--- config.mk ---
export PLATFORM = sky130hd
export DESIGN_NAME = serial_shift_unit_flat
export DESIGN_NICKNAME = d
export VERILOG_FILES = /design/src/rtl/serial_shift_unit_pkg.sv /design/src/rtl/serial_shift_unit_if.sv /design/src/rtl/serial_shift_unit_step.sv /design/src/rtl/serial_shift_unit.sv /design/src/flat_wrapper.sv
export SDC_FILE = /design/constraint.sdc
export NUM_CORES = 1
export LEC_CHECK = 0
export CORE_AREA = 10 10 62 64
export CTS_CLUSTER_DIAMETER = 30
export DETAILED_ROUTE_END_ITERATION = 10
export DIE_AREA = 0 0 72 74
export DONT_BUFFER_PORTS = 1
export GPL_ROUTABILITY_DRIVEN = 0
export MAX_ROUTING_LAYER = met4
export PLACE_DENSITY_LB_ADDON = 0.25
export SLEW_MARGIN = 15
export SYNTH_ARGS = -nofsm -noshare
export SYNTH_HDL_FRONTEND = slang
export SYNTH_HIERARCHICAL = 1
export SYNTH_SLANG_ARGS = --single-unit
--- constraint.sdc ---
create_clock -name clk -period 2.4 [get_ports clk]
set_input_delay 0.48 -clock clk [delete_from_list [all_inputs] [get_ports clk]]
set_output_delay 0.48 -clock clk [all_outputs]
set_load 0.01 [all_outputs]
--- src/rtl/serial_shift_unit_pkg.sv ---
// Shared types and defaults for the serial shift/rotate unit.
// Imported by the interface, the step logic and the top.
package shift_pkg;

  localparam int WIDTH_D = 8;
  localparam int CNT_W_D = 3;

  typedef enum logic [1:0] {
    SHL = 2'd0,
    SHR = 2'd1,
    ROL = 2'd2,
    ROR = 2'd3
  } shift_fn_e;

  typedef enum logic [1:0] {
    IDLE  = 2'd0,
    SHIFT = 2'd1,
    DONE  = 2'd2
  } state_e;

endpackage

--- src/rtl/serial_shift_unit_if.sv ---
// Request/result handshake bundle of the serial shift unit.
// master = controller/consumer side, slave = the unit.
interface serial_shift_unit_if
  import shift_pkg::*;
#(
  parameter int WIDTH = WIDTH_D,
  parameter int CNT_W = CNT_W_D
) ();

  logic             in_valid;
  logic             in_ready;
  shift_fn_e        fn;
  logic [CNT_W-1:0] shift_count;
  logic [WIDTH-1:0] data_in;
  logic             out_valid;
  logic             out_ready;
  logic [WIDTH-1:0] data_out;
  logic             carry_out;
  logic             zero_out;

  modport master (
    output in_valid, fn, shift_count, data_in, out_ready,
    input  in_ready, out_valid, data_out, carry_out, zero_out
  );

  modport slave (
    input  in_valid, fn, shift_count, data_in, out_ready,
    output in_ready, out_valid, data_out, carry_out, zero_out
  );

endinterface

--- src/rtl/serial_shift_unit_step.sv ---
// One-position shift/rotate step, combinational.
// Rotates pass the carry through untouched (it is cleared at accept).
module shift_step
  import shift_pkg::*;
#(
  parameter int WIDTH = WIDTH_D
) (
  input  shift_fn_e        fn,
  input  logic [WIDTH-1:0] value,
  input  logic             carry_in,
  output logic [WIDTH-1:0] value_next,
  output logic             carry_next
);

  always_comb begin
    value_next = value;
    carry_next = carry_in;
    unique case (fn)
      SHL: begin
        value_next = {value[WIDTH-2:0], 1'b0};
        carry_next = value[WIDTH-1];
      end
      SHR: begin
        value_next = {1'b0, value[WIDTH-1:1]};
        carry_next = value[0];
      end
      ROL: value_next = {value[WIDTH-2:0], value[WIDTH-1]};
      ROR: value_next = {value[0], value[WIDTH-1:1]};
    endcase
  end

endmodule

--- src/rtl/serial_shift_unit.sv ---
// Multi-cycle shift/rotate engine: one bit position per clock,
// valid/ready on both request and result sides.
module serial_shift_unit
  import shift_pkg::*;
#(
  parameter int WIDTH = WIDTH_D,
  parameter int CNT_W = CNT_W_D
) (
  input logic          clk,
  input logic          rst_n,
  serial_shift_unit_if.slave bus
);

  state_e           state;
  shift_fn_e        fn_q;
  logic [WIDTH-1:0] work;
  logic             carry;
  logic [CNT_W-1:0] cnt;
  logic [WIDTH-1:0] work_nxt;
  logic             carry_nxt;

  shift_step #(.WIDTH(WIDTH)) u_step (
    .fn         (fn_q),
    .value      (work),
    .carry_in   (carry),
    .value_next (work_nxt),
    .carry_next (carry_nxt)
  );

  assign bus.in_ready = (state == IDLE);

  always_ff @(posedge clk or negedge rst_n) begin
    if (!rst_n) begin
      state         <= IDLE;
      fn_q          <= SHL;
      work          <= '0;
      carry         <= 1'b0;
      cnt           <= '0;
      bus.out_valid <= 1'b0;
      bus.data_out  <= '0;
      bus.carry_out <= 1'b0;
      bus.zero_out  <= 1'b0;
    end else begin
      unique case (state)
        IDLE: begin
          if (bus.in_valid) begin
            work  <= bus.data_in;
            fn_q  <= bus.fn;
            cnt   <= bus.shift_count;
            carry <= 1'b0;
            // zero count publishes the operand directly
            if (bus.shift_count == '0) begin
              state         <= DONE;
              bus.out_valid <= 1'b1;
              bus.data_out  <= bus.data_in;
              bus.carry_out <= 1'b0;
              bus.zero_out  <= (bus.data_in == '0);
            end else begin
              state <= SHIFT;
            end
          end
        end
        SHIFT: begin
          work  <= work_nxt;
          carry <= carry_nxt;
          cnt   <= cnt - 1'b1;
          if (cnt == CNT_W'(1)) begin
            state         <= DONE;
            bus.out_valid <= 1'b1;
            bus.data_out  <= work_nxt;
            bus.carry_out <= carry_nxt;
            bus.zero_out  <= (work_nxt == '0);
          end
        end
        DONE: begin
          if (bus.out_ready) begin
            state         <= IDLE;
            bus.out_valid <= 1'b0;
          end
        end
        default: state <= IDLE;
      endcase
    end
  end

endmodule

--- src/flat_wrapper.sv ---
// flat-port wrapper written by rule: the top's interface ports become plain ports
module serial_shift_unit_flat import shift_pkg::*;
#(
  parameter int WIDTH = WIDTH_D,
  parameter int CNT_W = CNT_W_D
)
  (clk, rst_n, bus_in_valid, bus_fn, bus_shift_count, bus_data_in, bus_out_ready, bus_in_ready, bus_out_valid, bus_data_out, bus_carry_out, bus_zero_out);
  serial_shift_unit_if #(.WIDTH(WIDTH), .CNT_W(CNT_W)) bus_i ();
  input logic clk;
  input logic rst_n;
  input wire logic [$bits(bus_i.in_valid)-1:0] bus_in_valid;
  input wire logic [$bits(bus_i.fn)-1:0] bus_fn;
  input wire logic [$bits(bus_i.shift_count)-1:0] bus_shift_count;
  input wire logic [$bits(bus_i.data_in)-1:0] bus_data_in;
  input wire logic [$bits(bus_i.out_ready)-1:0] bus_out_ready;
  output wire logic [$bits(bus_i.in_ready)-1:0] bus_in_ready;
  output wire logic [$bits(bus_i.out_valid)-1:0] bus_out_valid;
  output wire logic [$bits(bus_i.data_out)-1:0] bus_data_out;
  output wire logic [$bits(bus_i.carry_out)-1:0] bus_carry_out;
  output wire logic [$bits(bus_i.zero_out)-1:0] bus_zero_out;
  assign bus_i.in_valid = bus_in_valid;
  assign bus_i.fn = bus_fn;
  assign bus_i.shift_count = bus_shift_count;
  assign bus_i.data_in = bus_data_in;
  assign bus_i.out_ready = bus_out_ready;
  assign bus_in_ready = bus_i.in_ready;
  assign bus_out_valid = bus_i.out_valid;
  assign bus_data_out = bus_i.data_out;
  assign bus_carry_out = bus_i.carry_out;
  assign bus_zero_out = bus_i.zero_out;
  serial_shift_unit #(.WIDTH(WIDTH), .CNT_W(CNT_W)) u_core (.clk(clk), .rst_n(rst_n), .bus(bus_i));
endmodule
==> results.md <==
* Later-pin clock latency in the skew report at 0.33 ns
* Post-Syn Area at 1570 µm²
* Final wirelength at 3640 µm
* P_leak at 0.704 nW
* Adder-Cell Fraction of Synth Area at 1.59%
* Slew @ Worst Pin at 0.524 ns
* DIE AREA at 5330 µm²
* HP Class: input port to flop
* Flops & latches, synth at 27
* Final setup vio count at 0
* RSZ-0062 raised after global routing: false
* Maximum clock rate at 501 MHz
* Post-synthesis compound-gate area fraction at 16.8%
* CP arrival at 2.26 ns
* Post-route setup TNS at 0 ns
* Status: completed
* Final global-route overflow total at 0
* Main combinational cell family by area after synthesis: multiplexers
* Clock skew at 0.00361 ns
* CP Launch Type: flop
* Clk Tree Root Cell: clkbuf_4
* Vias at 1152
* Mapped Nets at 169
* TritonCTS Buffers at 3
* Die X at 72 µm
* I/O pin cnt at 29
* Critical Path Fanout Max at 12
* FF+latch area at 676 µm²
* Vias/cell at 6.30
* Share of layout cells above drive strength 1 at 23.0%
* Overall power at 2.24 mW
* Final Hold Vio Count at 0
* Routed len/inst at 19.9 µm
* Non-Filler Instances at 183
* Fill cells at 219
* Initial antenna violation count at 0
* Largest net degree at the start of global routing at 28
* First-pass GRT wire length at 6250 µm
* First drt pass iteration count at 4
* # rows at 19
* # Post-CTS Setup Buffers at 0
* Final number of max-transition violations at 0
* Kind of critical path: flop to flop
* H-tree Lvls at 1
* Synth Area in XOR/XNOR at 0%
* Cell variety after synth at 32
* Final net count at 172
* Crit path time final at 2.00 ns
* Placed Cells at 177
* Area grow syn2layout at 4.61%
* Yosys warns at 6
* Remaining DRCs at 0
* CTS Sinks at 27
* CP required at 2.67 ns
* Core region area at 2660 µm²
* Gr usage total at 14.9%
* Die Y at 74 µm
* Synthesized instance count at 150
* Nature of the critical path endpoint: flop
* CTS tree: built
* Peak supply drop at 0.948 mV
* CTS clk-pin slew, worst paths at 0.15 ns
* Mapped Avg Cell Area at 10.5 µm²
* Footprint of the multi-input gates at 808 µm²
* MaxCap Viol Count at 0
* Sequential share of the synthesized area at 42.9%
* Vias in the first global route at 1264
* Max_slew headroom at 65.0%
* ANT cells at 0
* Pwr/cell area at 1360 nW/µm²
* DR iter-0 viols at 79
* Tcrit/Tclk final at 83.1%
* Dpl hpwl at 2610 µm
* Synth Area in Simple Gates at 12.0%
* Initial Util at 59.1%
* Number of nets with antenna violations after routing at 0
* Max clock buf depth at 2
* Port bufs at 0
* Mux contribution to synthesized area at 21.0%
-- registers in the layout, indices dropped and copies added (netlist names) --
register              cells
u_core/bus.data_out       8
u_core/carry              1
u_core/bus.carry_out      1
u_core/cnt                3
u_core/work               8
u_core/fn_q               2
u_core/state              2
u_core/bus.zero_out       1
u_core/bus.out_valid      1
-- cell families (layout without fill, tap and decap cells) --
family          count (synthesis)  in the layout
flops                          27             27
mux                            26             26
simple gates                   35             35
compound gates                 42             42
buf+inv                        18             20
fa+ha+maj                       2              2
-- cell usage after synthesis --
cell,number,area share (%)
and2b_1,1,0.48
a21oi_1,10,3.2
dfrtp_1,27,43
buf_2,3,0.95
inv_2,1,0.24
a221oi_1,2,1.1
mux2_4,11,10
nor2_1,6,1.4
a31o_2,1,0.56
ha_1,2,1.6
nor3_1,2,0.64
nor4_1,2,0.79
nor2b_1,9,3.6
buf_1,1,0.24
or4_1,2,0.95
o22ai_1,4,1.6
a21o_1,1,0.48
nand2_1,7,1.7
inv_1,9,2.1
nand3_1,3,0.95
a22oi_1,8,3.8
clkbuf_1,2,0.48
mux2_2,12,8.6
buf_8,1,0.95
o21ai_1,1,0.32
mux2i_1,3,1.9
o22a_1,1,0.56
or3_4,1,0.72
buf_6,1,0.72
a21oi_4,1,1.0
nand2b_1,2,0.79
o21ai_0,13,4.1
-- area by class of cell --
| class | count | area share (%) |
|---|---|---|
| clock buffer | 4 | 1.60 |
| inverter | 10 | 2.28 |
| multi-input combinational | 105 | 49.1 |
| sequential | 27 | 41.0 |
| tap | 31 | 2.36 |
| timing repair buffer | 6 | 3.65 |
-- layout by cell type, fill, tap and decap left out, drive strengths merged, types with 3 or more instances in the layout --
cell / count
nand2: 7
mux2i: 3
clkbuf: 4
dfrtp: 27
buf: 5
nor2: 6
mux2: 23
a21oi: 11
inv: 10
nand3: 3
nor2b: 9
a22oi: 8
o21ai: 14
o22ai: 4
-- worst max-delay path, stage by stage (launching register included) --
cell and delay (ns):
dfrtp_1 0.67, mux2_4 0.35, or4_1 0.49, nor4_1 0.18, a22oi_1 0.10, mux2i_1 0.14
-- through the flow --
| stage | hold slack [ns] | instance area [µm²] | setup slack, ns | util (%) |
|---|---|---|---|---|
| floorplan | 0.184 | 1570 | 0.638 | - |
| global route | 0.292 | 1650 | 0.258 | 61.8 |
| CTS | 0.276 | 1650 | 0.402 | 61.8 |
| detailed placement | 0.185 | 1590 | 0.418 | 59.7 |
| global placement | 0.185 | 1590 | 0.483 | 59.7 |
| finish | 0.289 | 1650 | 0.404 | 61.8 |
-- timing repair --
action | in CTS | in global routing
hold buffers | 2 | 0
endpoints found under the setup margin | 0 | 0
resized for setup | 0 | 0
hold endpoints to repair | 27 | 0
-- layer usage --
layer	share of wire, %	GRT usage (%)	wire length, µm
met5	0	-	0
met4	1.5	6.88	56
met3	8.6	3.99	313
met2	47	22.8	1720
met1	42	18.0	1540
-- report_power, final --
group	switching (mW)	internal, mW
registers	0.270	0.674
logic	0.513	0.581
clock network	0.137	0.0652
-- final timing paths --
kind | start | to | slack, ns | cells past startpoint
max in group asynchronous | rst_n | u_core/bus.data_out[3]$_DFFE_PN0P_ | 1.69 | 2
min in group asynchronous | rst_n | u_core/cnt[0]$_DFFE_PN0P_ | 0.56 | 2
hold / removal | bus_fn[0] | u_core/fn_q[0]$_DFFE_PN0P_ | 0.29 | 1
hold reg to reg | u_core/carry$_DFFE_PN0P_ | u_core/carry$_DFFE_PN0P_ | 0.53 | 2
setup reg to reg | u_core/fn_q[0]$_DFFE_PN0P_ | u_core/bus.zero_out$_DFFE_PN0P_ | 0.40 | 5
setup / recovery | u_core/fn_q[0]$_DFFE_PN0P_ | u_core/bus.zero_out$_DFFE_PN0P_ | 0.40 | 5
Note: power is estimated with default switching activity, not from simulation.
